<file path="config.mk">
export PLATFORM = sky130hd
export DESIGN_NAME = pwm_multi
export DESIGN_NICKNAME = d
export VERILOG_FILES = /design/src/rtl/pwm_pkg.sv /design/src/rtl/pwm_prescaler.sv /design/src/rtl/pwm_multi.sv
export SDC_FILE = /design/constraint.sdc
export NUM_CORES = 1
export LEC_CHECK = 0
export CAP_MARGIN = 10
export CORE_ASPECT_RATIO = 0.5
export CORE_MARGIN = 5
export CORE_UTILIZATION = 55
export CTS_CLUSTER_SIZE = 30
export DETAILED_ROUTE_END_ITERATION = 12
export HOLD_SLACK_MARGIN = 0.08
export MAX_ROUTING_LAYER = met4
export PLACE_DENSITY = 0.84
export SYNTH_ARGS = -nofsm -noshare
export SYNTH_HDL_FRONTEND = slang
export SYNTH_HIERARCHICAL = 1
export SYNTH_SLANG_ARGS = --single-unit
</file>
<file path="constraint.sdc">
create_clock -name clk_50mhz -period 3.5 [get_ports clk_50mhz]
set_input_delay 0.525 -clock clk_50mhz [delete_from_list [all_inputs] [get_ports clk_50mhz]]
set_output_delay 0.525 -clock clk_50mhz [all_outputs]
set_load 0.1 [all_outputs]
</file>
<file path="src/rtl/pwm_pkg.sv">
// Shared constants and helpers for the multi-channel PWM generator.
package pwm_pkg;

    localparam logic MODE_EDGE   = 1'b0;
    localparam logic MODE_CENTER = 1'b1;
    localparam logic DIR_UP      = 1'b0;
    localparam logic DIR_DOWN    = 1'b1;

    // Bit offset of channel ch inside a packed per-channel duty vector.
    function automatic int duty_slice(input int ch, input int cnt_w);
        return ch * cnt_w;
    endfunction

endpackage

</file>
<file path="src/rtl/pwm_prescaler.sv">
// Tick generator shared by all PWM channels: one tick every prescale+1 clocks.
module pwm_prescaler
    import pwm_pkg::*;
#(
    parameter int PRESC_W = 8
) (
    input  logic               clk_50mhz,
    input  logic               rst_n,
    input  logic               enable,
    input  logic [PRESC_W-1:0] prescale,
    output logic               tick
);

    localparam logic [PRESC_W-1:0] PSC_ONE = {{(PRESC_W-1){1'b0}}, 1'b1};

    logic [PRESC_W-1:0] psc_r;
    logic [PRESC_W-1:0] psc_nxt_s;

    // Next prescaler count; a live prescale below psc forces a silent wrap.
    always_comb begin
        psc_nxt_s = psc_r;
        if (!enable) begin
            psc_nxt_s = '0;
        end else if (psc_r >= prescale) begin
            psc_nxt_s = '0;
        end else begin
            psc_nxt_s = psc_r + PSC_ONE;
        end
    end

    // Prescaler count register.
    always_ff @(posedge clk_50mhz or negedge rst_n) begin
        if (!rst_n) begin
            psc_r <= '0;
        end else begin
            psc_r <= psc_nxt_s;
        end
    end

    assign tick = enable && (psc_r == prescale);

endmodule

</file>
<file path="src/rtl/pwm_multi.sv">
// Multi-channel PWM: shared period counter (edge or center aligned),
// per-channel compare/polarity, configuration double-buffered to period boundaries.
module pwm_multi
    import pwm_pkg::*;
#(
    parameter int NUM_CH  = 4,
    parameter int CNT_W   = 16,
    parameter int PRESC_W = 8
) (
    input  logic                    clk_50mhz,
    input  logic                    rst_n,
    input  logic                    enable,
    input  logic [PRESC_W-1:0]      prescale,
    input  logic                    cfg_load,
    input  logic [CNT_W-1:0]        period_in,
    input  logic [NUM_CH*CNT_W-1:0] duty_in,
    input  logic [NUM_CH-1:0]       polarity_in,
    input  logic                    center_in,
    output logic [NUM_CH-1:0]       pwm_out,
    output logic                    period_start,
    output logic                    load_pending,
    output logic [CNT_W-1:0]        cnt_out
);

    localparam logic [CNT_W-1:0] CNT_ONE = {{(CNT_W-1){1'b0}}, 1'b1};

    logic [CNT_W-1:0]        sh_per_r;
    logic [NUM_CH*CNT_W-1:0] sh_duty_r;
    logic [NUM_CH-1:0]       sh_pol_r;
    logic                    sh_mode_r;
    logic [CNT_W-1:0]        act_per_r;
    logic [NUM_CH*CNT_W-1:0] act_duty_r;
    logic [NUM_CH-1:0]       act_pol_r;
    logic                    act_mode_r;
    logic                    load_pending_r;
    logic [CNT_W-1:0]        cnt_r;
    logic                    dir_r;
    logic [NUM_CH-1:0]       pwm_r;
    logic                    period_start_r;

    logic                    tick_s;
    logic                    center_eff_s;
    logic                    boundary_s;
    logic                    apply_s;
    logic                    pending_nxt_s;
    logic [CNT_W-1:0]        cnt_nxt_s;
    logic                    dir_nxt_s;
    logic [NUM_CH-1:0]       raw_s;
    logic [NUM_CH-1:0]       pwm_nxt_s;

    pwm_prescaler #(
        .PRESC_W (PRESC_W)
    ) u_prescaler (
        .clk_50mhz (clk_50mhz),
        .rst_n     (rst_n),
        .enable    (enable),
        .prescale  (prescale),
        .tick      (tick_s)
    );

    // Boundary detection; center mode with P<=1 degenerates to edge counting.
    always_comb begin
        center_eff_s = 1'b0;
        boundary_s   = 1'b0;
        if ((act_mode_r == MODE_EDGE) || (act_per_r <= CNT_ONE)) begin
            center_eff_s = 1'b0;
        end else begin
            center_eff_s = 1'b1;
        end
        if (!tick_s) begin
            boundary_s = 1'b0;
        end else if (center_eff_s) begin
            boundary_s = (dir_r == DIR_DOWN) && (cnt_r == CNT_ONE);
        end else begin
            boundary_s = (cnt_r == act_per_r);
        end
    end

    // Shadow-to-active transfer happens at a boundary or at once while disabled.
    always_comb begin
        apply_s       = load_pending_r && (boundary_s || !enable);
        pending_nxt_s = load_pending_r;
        if (cfg_load) begin
            pending_nxt_s = 1'b1;
        end else if (apply_s) begin
            pending_nxt_s = 1'b0;
        end else begin
            pending_nxt_s = load_pending_r;
        end
    end

    // Shadow and active configuration registers.
    always_ff @(posedge clk_50mhz or negedge rst_n) begin
        if (!rst_n) begin
            sh_per_r       <= '0;
            sh_duty_r      <= '0;
            sh_pol_r       <= '0;
            sh_mode_r      <= 1'b0;
            act_per_r      <= '0;
            act_duty_r     <= '0;
            act_pol_r      <= '0;
            act_mode_r     <= 1'b0;
            load_pending_r <= 1'b0;
        end else begin
            if (cfg_load) begin
                sh_per_r  <= period_in;
                sh_duty_r <= duty_in;
                sh_pol_r  <= polarity_in;
                sh_mode_r <= center_in;
            end
            if (apply_s) begin
                act_per_r  <= sh_per_r;
                act_duty_r <= sh_duty_r;
                act_pol_r  <= sh_pol_r;
                act_mode_r <= sh_mode_r;
            end
            load_pending_r <= pending_nxt_s;
        end
    end

    // Counter/direction next state.
    always_comb begin
        cnt_nxt_s = cnt_r;
        dir_nxt_s = dir_r;
        if (!enable) begin
            cnt_nxt_s = '0;
            dir_nxt_s = DIR_UP;
        end else if (!tick_s) begin
            cnt_nxt_s = cnt_r;
            dir_nxt_s = dir_r;
        end else if (boundary_s) begin
            cnt_nxt_s = '0;
            dir_nxt_s = DIR_UP;
        end else if (!center_eff_s) begin
            cnt_nxt_s = cnt_r + CNT_ONE;
            dir_nxt_s = DIR_UP;
        end else if (dir_r == DIR_UP) begin
            if (cnt_r >= act_per_r) begin
                cnt_nxt_s = act_per_r - CNT_ONE;
                dir_nxt_s = DIR_DOWN;
            end else begin
                cnt_nxt_s = cnt_r + CNT_ONE;
                dir_nxt_s = DIR_UP;
            end
        end else begin
            cnt_nxt_s = cnt_r - CNT_ONE;
            dir_nxt_s = DIR_DOWN;
        end
    end

    // Counter and direction registers.
    always_ff @(posedge clk_50mhz or negedge rst_n) begin
        if (!rst_n) begin
            cnt_r <= '0;
            dir_r <= DIR_UP;
        end else begin
            cnt_r <= cnt_nxt_s;
            dir_r <= dir_nxt_s;
        end
    end

    for (genvar i = 0; i < NUM_CH; i++) begin : g_ch
        localparam int OFS = duty_slice(i, CNT_W);
        assign raw_s[i] = (cnt_r < act_duty_r[OFS +: CNT_W]);
    end

    // Output levels: polarity applied to compare, inactive level when disabled.
    always_comb begin
        pwm_nxt_s = act_pol_r;
        if (enable) begin
            pwm_nxt_s = raw_s ^ act_pol_r;
        end else begin
            pwm_nxt_s = act_pol_r;
        end
    end

    // Registered outputs.
    always_ff @(posedge clk_50mhz or negedge rst_n) begin
        if (!rst_n) begin
            pwm_r          <= '0;
            period_start_r <= 1'b0;
        end else begin
            pwm_r          <= pwm_nxt_s;
            period_start_r <= boundary_s;
        end
    end

    assign pwm_out      = pwm_r;
    assign period_start = period_start_r;
    assign load_pending = load_pending_r;
    assign cnt_out      = cnt_r;

endmodule

</file>
======== Yosys cells after proc, flatten, opt, wreduce, memory -nomap -nowiden ========
Index checks and enable logic that the tools add are counted.
operators by class
  add/sub/neg operators ................... 4
  $mul .................................... 0
  divide/modulo/power cells ............... 0
  magnitude comparators ................... 7
  equality and inequality tests ........... 4
  shifts and indexed selects .............. 0
  multiplexer cells ....................... 19
  bitwise logic cells ..................... 2
  reductions and logical operators ........ 7
operators by type and width
  kind                                                              number
  two-way mux 16 bit                                                6
  < comparator 16 bit                                               4
  subtractor 16 x 1 -> 16 bit (second input constant)               2
  adder 16 x 1 -> 16 bit (second input constant)                    1
  equality test 16 x 1 -> 1 bit (second input constant)             1
  equality test 16 bit                                              1
  >= comparator 16 bit                                              1
  less-or-equal comparator 16 x 1 -> 1 bit (second input constant)  1
  two-way mux 8 bit                                                 2
  two-way mux 1 bit                                                 10
  adder 8 x 1 -> 8 bit (second input constant)                      1
  equality test 8 bit                                               1
  >= comparator 8 bit                                               1
  two-way mux 4 bit                                                 1
  bitwise XOR 4 bit                                                 1
  logical AND 1 bit                                                 3
  logical OR 1 bit                                                  2
  inequality test 2 x 1 -> 1 bit (second input constant)            1
  nonzero test 2 bit                                                1
  logical NOT 1 bit                                                 1
  NOT 1 bit                                                         1
word-level totals
  register bits after elaboration ......... 201
  bits in latches ......................... 0
  bits in writable memories ............... 0
  ROM bits ................................ 0
  input bits .............................. 97
  output and inout bits ................... 22
  word-level logic and storage cells ...... 57
  memories kept ........................... 0

======== Logic depth before layout (Yosys ltp) ========
  depth in word-level cells ............... 8
  depth in mapped cells ................... 12
  gate-level depth less buffers ........... 9

======== Modules after synthesis ========
The synthesis kept the hierarchy.
modules (own cells, without submodules)
  module         times used  cells each  area each (µm²)  sequential area each (µm²)
  pwm_multi      1           909         10632.7          4829.6
  pwm_prescaler  1           62          594.3            200.2

======== Worst setup path after synthesis ========
OpenSTA, ideal clock, no wires.
  path type ............................... reg2reg
  start point ............................. register cnt_r[0], in the netlist cnt_out[0]
  end point ............................... register cnt_r[4], in the netlist cnt_out[4]
  setup time .............................. 0.126 ns
  arrival time ............................ 3.823 ns
  required time ........................... 3.374 ns
  slack ................................... -0.449 ns
  cell stages (with the launch flop) ...... 11
  buffers on the path ..................... 1
  period minus slack after synthesis ...... 3.949 ns
  cells stage by stage .................... dfrtp_1 inv_1 ha_1 nand4_1 and3b_1 a211o_1 a2111oi_0 or2_2 clkbuf_1 o21ai_0 a221o_1
between the ends
  word-level cells in the longest chain between the ends .. 7
  elaborated cells between the ends (all ways) .. 14
  classes of those cells .................. add/sub: 2; order compare: 1; eq/ne: 2; mux: 8; reduce/logical: 1
RTL lines
  what                                                     RTL line                            RTL
  start: declaration                                       pwm_multi.sv:36                     logic [CNT_W-1:0] cnt_r;
  start signal: assignment                                 pwm_multi.sv:157                    cnt_r <= cnt_nxt_s;
  adder 16 x 1 -> 16 bit (tied with other cells)           pwm_multi.sv:135, pwm_multi.sv:142
  two-way mux 16 bit or logical AND 1 bit (tied branches)  pwm_multi.sv:138, pwm_multi.sv:73
  two-way mux 16 bit or two-way mux 1 bit (tied branches)  pwm_multi.sv:137, pwm_multi.sv:72
  two-way mux 16 bit or two-way mux 1 bit (tied branches)  pwm_multi.sv:134, pwm_multi.sv:70
  two-way mux 16 bit (*)                                   pwm_multi.sv:131                    end else if (boundary_s) begin
  two-way mux 16 bit (*)                                   pwm_multi.sv:128                    end else if (!tick_s) begin
  two-way mux 16 bit (*)                                   pwm_multi.sv:125                    if (!enable) begin
Mark *: on every way between the ends. The rest lies on a longest branch, timed or not. The select of a mux whose other input is x is not followed.
A chain may end at the register's enable or synchronous reset.

======== Worst setup path in the final report ========
  start point ............................. register act_per_r[5]
  end point ............................... register act_duty_r[30]
between the ends
  word-level cells in the longest chain between the ends .. 6
  elaborated cells between the ends (all ways) .. 7
  classes of those cells .................. order compare: 1; eq/ne: 1; mux: 2; reduce/logical: 3
RTL lines
  what                                      RTL line          RTL
  start: declaration                        pwm_multi.sv:31   logic [CNT_W-1:0] act_per_r;
  start signal: assignment                  pwm_multi.sv:112  act_per_r <= sh_per_r;
  less-or-equal comparator 16 x 1 -> 1 bit  pwm_multi.sv:65   if ((act_mode_r == MODE_EDGE) || (act_per_r <= CNT_ONE)) begin
  logical OR 1 bit                          pwm_multi.sv:65
  two-way mux 1 bit (*)                     pwm_multi.sv:72   end else if (center_eff_s) begin
  two-way mux 1 bit (*)                     pwm_multi.sv:70   if (!tick_s) begin
  logical OR 1 bit (*)                      pwm_multi.sv:81   apply_s = load_pending_r && (boundary_s || !enable);
  logical AND 1 bit (*)                     pwm_multi.sv:81
  end signal: assignment                    pwm_multi.sv:113  act_duty_r <= sh_duty_r;
  end: declaration                          pwm_multi.sv:32   logic [NUM_CH*CNT_W-1:0] act_duty_r;
Mark *: on every way between the ends. The rest lies on a longest branch, timed or not.

==> summary.txt <==
Run status
  • Outcome: finished clean

Logic synthesis
  • Mux contribution to synthesized area: approximately 19%
  • Synthesized net count: 1158
  • Yosys cell types: 67
  • Synth warn: 6
  • Share of the synthesized area in the top cell type: around 45%
  • Post-synthesis simple-gate area fraction: 9.00%
  • Async SR Flop Fraction: 100%
  • Largest family of logic cells by synthesized area: multiplexers
  • Register area share after synthesis: between 40% and 50%
  • Post-synthesis instance total: just under 1000
  • Synth top area cells: dfrtp_1, mux2_2, ha_1, mux2_4, inv_1
  • Most area-hungry cell type in the Yosys netlist: dfrtp_1
  • Post-Syn Area per Cell: between 10 and 15 sq um
  • Compound-Gate Fraction of Synth Area: a little under a tenth
  • Post-synth EDFFs: 0
  • Ys flop type: dfrtp_1
  • Post-Synth Adder-Cell Area: 10.0%
  • Xor and xnor area share after synthesis: about 2.2%
  • Synthesis-stage register bit count: 201
  • Synthesized cell area: between 10000 and 15000 sq um

Die
  • Core Area: roughly 20000 sq um
  • I/O pins: around 120
  • Die area: roughly 24000 sq um
  • Placement Rows: 36
  • Starting density of the core: between 50% and 60%
  • Die Ht: around 110 um
  • Width of the die: 212 um

Timing
  • Final setup violation count: 0
  • Clk_skew: ~0.014 ns
  • RSZ-0062 raised after global routing: no
  • Final period util: between 90% and 100%
  • Tightest Pin Transition: approximately 1.0 ns
  • Final Max Tran Viols: 0
  • Setup TNS: 0 ns
  • Final Hold Vio Count: 0
  • Fmax: just over 300 MHz
  • Tmin final: 3.29 ns
  • Slew Limit Headroom: around a third

Clock network
  • Clock Path Buffers: 3
  • Num CTS Buffers: 19
  • Clock sinks: between 200 and 250
  • Worst-Skew Late Latency: 0.50 ns
  • Hold_buf cts: 0
  • Post-CTS sizing: 0
  • Root Driver: clkbuf_16
  • CTS tree: done
  • Clk pin slew, worst setup/hold paths: approximately 0.07 ns
  • Htree depth: 1
  • Setup Buffers After CTS: 0

Route
  • Routed wire per std cell: ~20 um
  • Residual DRC: 0
  • First drt pass iteration count: 5
  • Final WL: between 20000 and 30000 um
  • Antenna Violating Nets Remaining: 0
  • Vias: about 8000
  • Post-DR vias/cell: slightly below 6
  • Initial detailed-routing violation count: around 470

Worst hold path
  • Hold WC Path Type: primary input to async pin

Finish
  • P&R area growth vs syn: 18.8%
  • Share of cells above drive strength 1: around a quarter
  • Nets@finish: 1283
  • Cell area after layout: 13300 sq um
  • N_diodes: 0

Place
  • Dpl hpwl: just under 20000 um
  • IO buf count: 118
  • Gpl congestion: approximately 0.9
  • Area after DPL: approximately 13000 sq um

Power
  • Leak Pwr: ~0.0065 uW
  • Maximum VDD drop: about 0.00025 V
  • Pwr dens: 460 nW/um^2
  • Pwr Total: a little over 6000 uW

Critical path
  • CP required: around 4 ns
  • CP Class: flop to flop
  • Critical Path Source Type: flop
  • Critical-path maximum fanout: 39
  • Crit path DAT: 3.67 ns
  • R2r setup slk: 0.21 ns
  • Crit. End Element: flop

GRT
  • Largest net degree at the start of global routing: 103
  • All-layer global routing usage: 24.3%
  • Initial antenna violation count: 0
  • Vias in the first global route: 8502
  • GRT overflow: 0
  • First-pass GRT wire length: between 40000 and 50000 um

Run
  • Max_cap viols: 0
[layer usage]
metal  global-route usage (%)  up-vias  wire length (um)
met4                     6.78        0               738
met3                     4.72       62              1670
met1                     32.7     3971             12400
met2                     38.1      244             13000
li1                         -     3710                 -
met5                        -        -                 0
[cells in the final DEF (no fill, tap or decap), types with 7 or more instances in the layout]
cell type        instances
dfrtp_1                188
mux2_2                 120
inv_1                  103
clkdlybuf4s50_1        100
ha_1                    90
mux2_4                  51
nor2_1                  39
buf_4                   37
nand2_1                 34
nand3_1                 33
a21oi_1                 27
xnor2_1                 21
clkbuf_16               19
a21o_1                  18
and3_1                  16
o21ai_0                 16
nor3_1                  15
dfrtp_2                 13
a211o_1                 12
nor4_1                   9
o211ai_1                 9
nand2b_1                 8
and4_1                   7
xor2_1                   7
[worst max-delay path, stage by stage, from the launching register on]
cell and delay (ns):
dfrtp_1 0.43, or4_1 0.57, or3_1 0.46, o21ai_2 0.22, mux2_4 0.35, or2_1 0.28
nand3_4 0.16, buf_12 0.30, mux2_2 0.37
[sequential cells by signal, indices dropped and copies added, names as in the netlist]
name,cells
load_pending,1
sh_pol_r,4
u_prescaler/psc_r,8
sh_mode_r,1
cnt_out,16
period_start,1
act_duty_r,64
sh_per_r,16
dir_r,1
act_mode_r,1
pwm_out,4
act_per_r,16
act_pol_r,4
sh_duty_r,64
[worst paths after layout]
path,startpoint,endpoint,depth (start not counted)
setup / recovery,act_per_r[5],act_duty_r[30],8
hold / removal,rst_n,sh_pol_r[0],1
setup reg to reg,act_per_r[5],act_duty_r[30],8
hold reg to reg,u_prescaler/psc_r[0],u_prescaler/psc_r[0],1
max in group asynchronous,rst_n,sh_duty_r[42],2
min in group clk_50mhz,u_prescaler/psc_r[0],u_prescaler/psc_r[0],1
[where the power goes]
| group | leakage (uW) | internal (uW) | switching, uW | total, uW |
|---|---|---|---|---|
| clock network | 0.000287 | 1070 | 909 | 1980 |
| registers | 0.00239 | 2640 | 233 | 2870 |
| logic | 0.00380 | 664 | 629 | 1290 |
[metrics by stage]
| step | hold WS (ns) | util, % | worst slack (ns) | instances |
|---|---|---|---|---|
| after global placement | 0.471 | 64.5 | 0.188 | 1341 |
| after detailed placement | 0.479 | 64.5 | 0.120 | 1341 |
| after floorplan | 0.229 | - | 0.0766 | 971 |
| after global routing | 0.189 | 67.4 | 0.0772 | 1374 |
| final | 0.122 | 67.4 | 0.214 | 1374 |
| after CTS | 0.155 | 67.4 | 0.216 | 1374 |
[logic make-up after synthesis]
family,Yosys count
AOI/OAI and AO/OA,144
xor gates and xnor gates,28
adders and majority gates,90
buffers and inverters,141
muxes,175
DFF,201
and+or+nand+nor,192
[synth_stat cells (12+ instances only)]
library cell / count
nor3_1: 15
mux2_4: 51
nand2_1: 34
mux2_2: 120
a211o_1: 12
inv_1: 103
nor2_1: 39
and3_1: 16
nand3_1: 33
a21oi_1: 27
dfrtp_1: 201
o21ai_0: 16
xnor2_1: 21
ha_1: 90
clkbuf_1: 20
a21o_1: 18
[cell type report]
class	count	area [sq um]
flip-flops and latches	201	5050
inverters	103	387
multi-input cells	629	5620
well taps	266	333
fillers	1444	6440
clock buffers	25	528
repair buffers	142	1370
clock inverters	8	46.3
(Power assumes the default switching activity.)
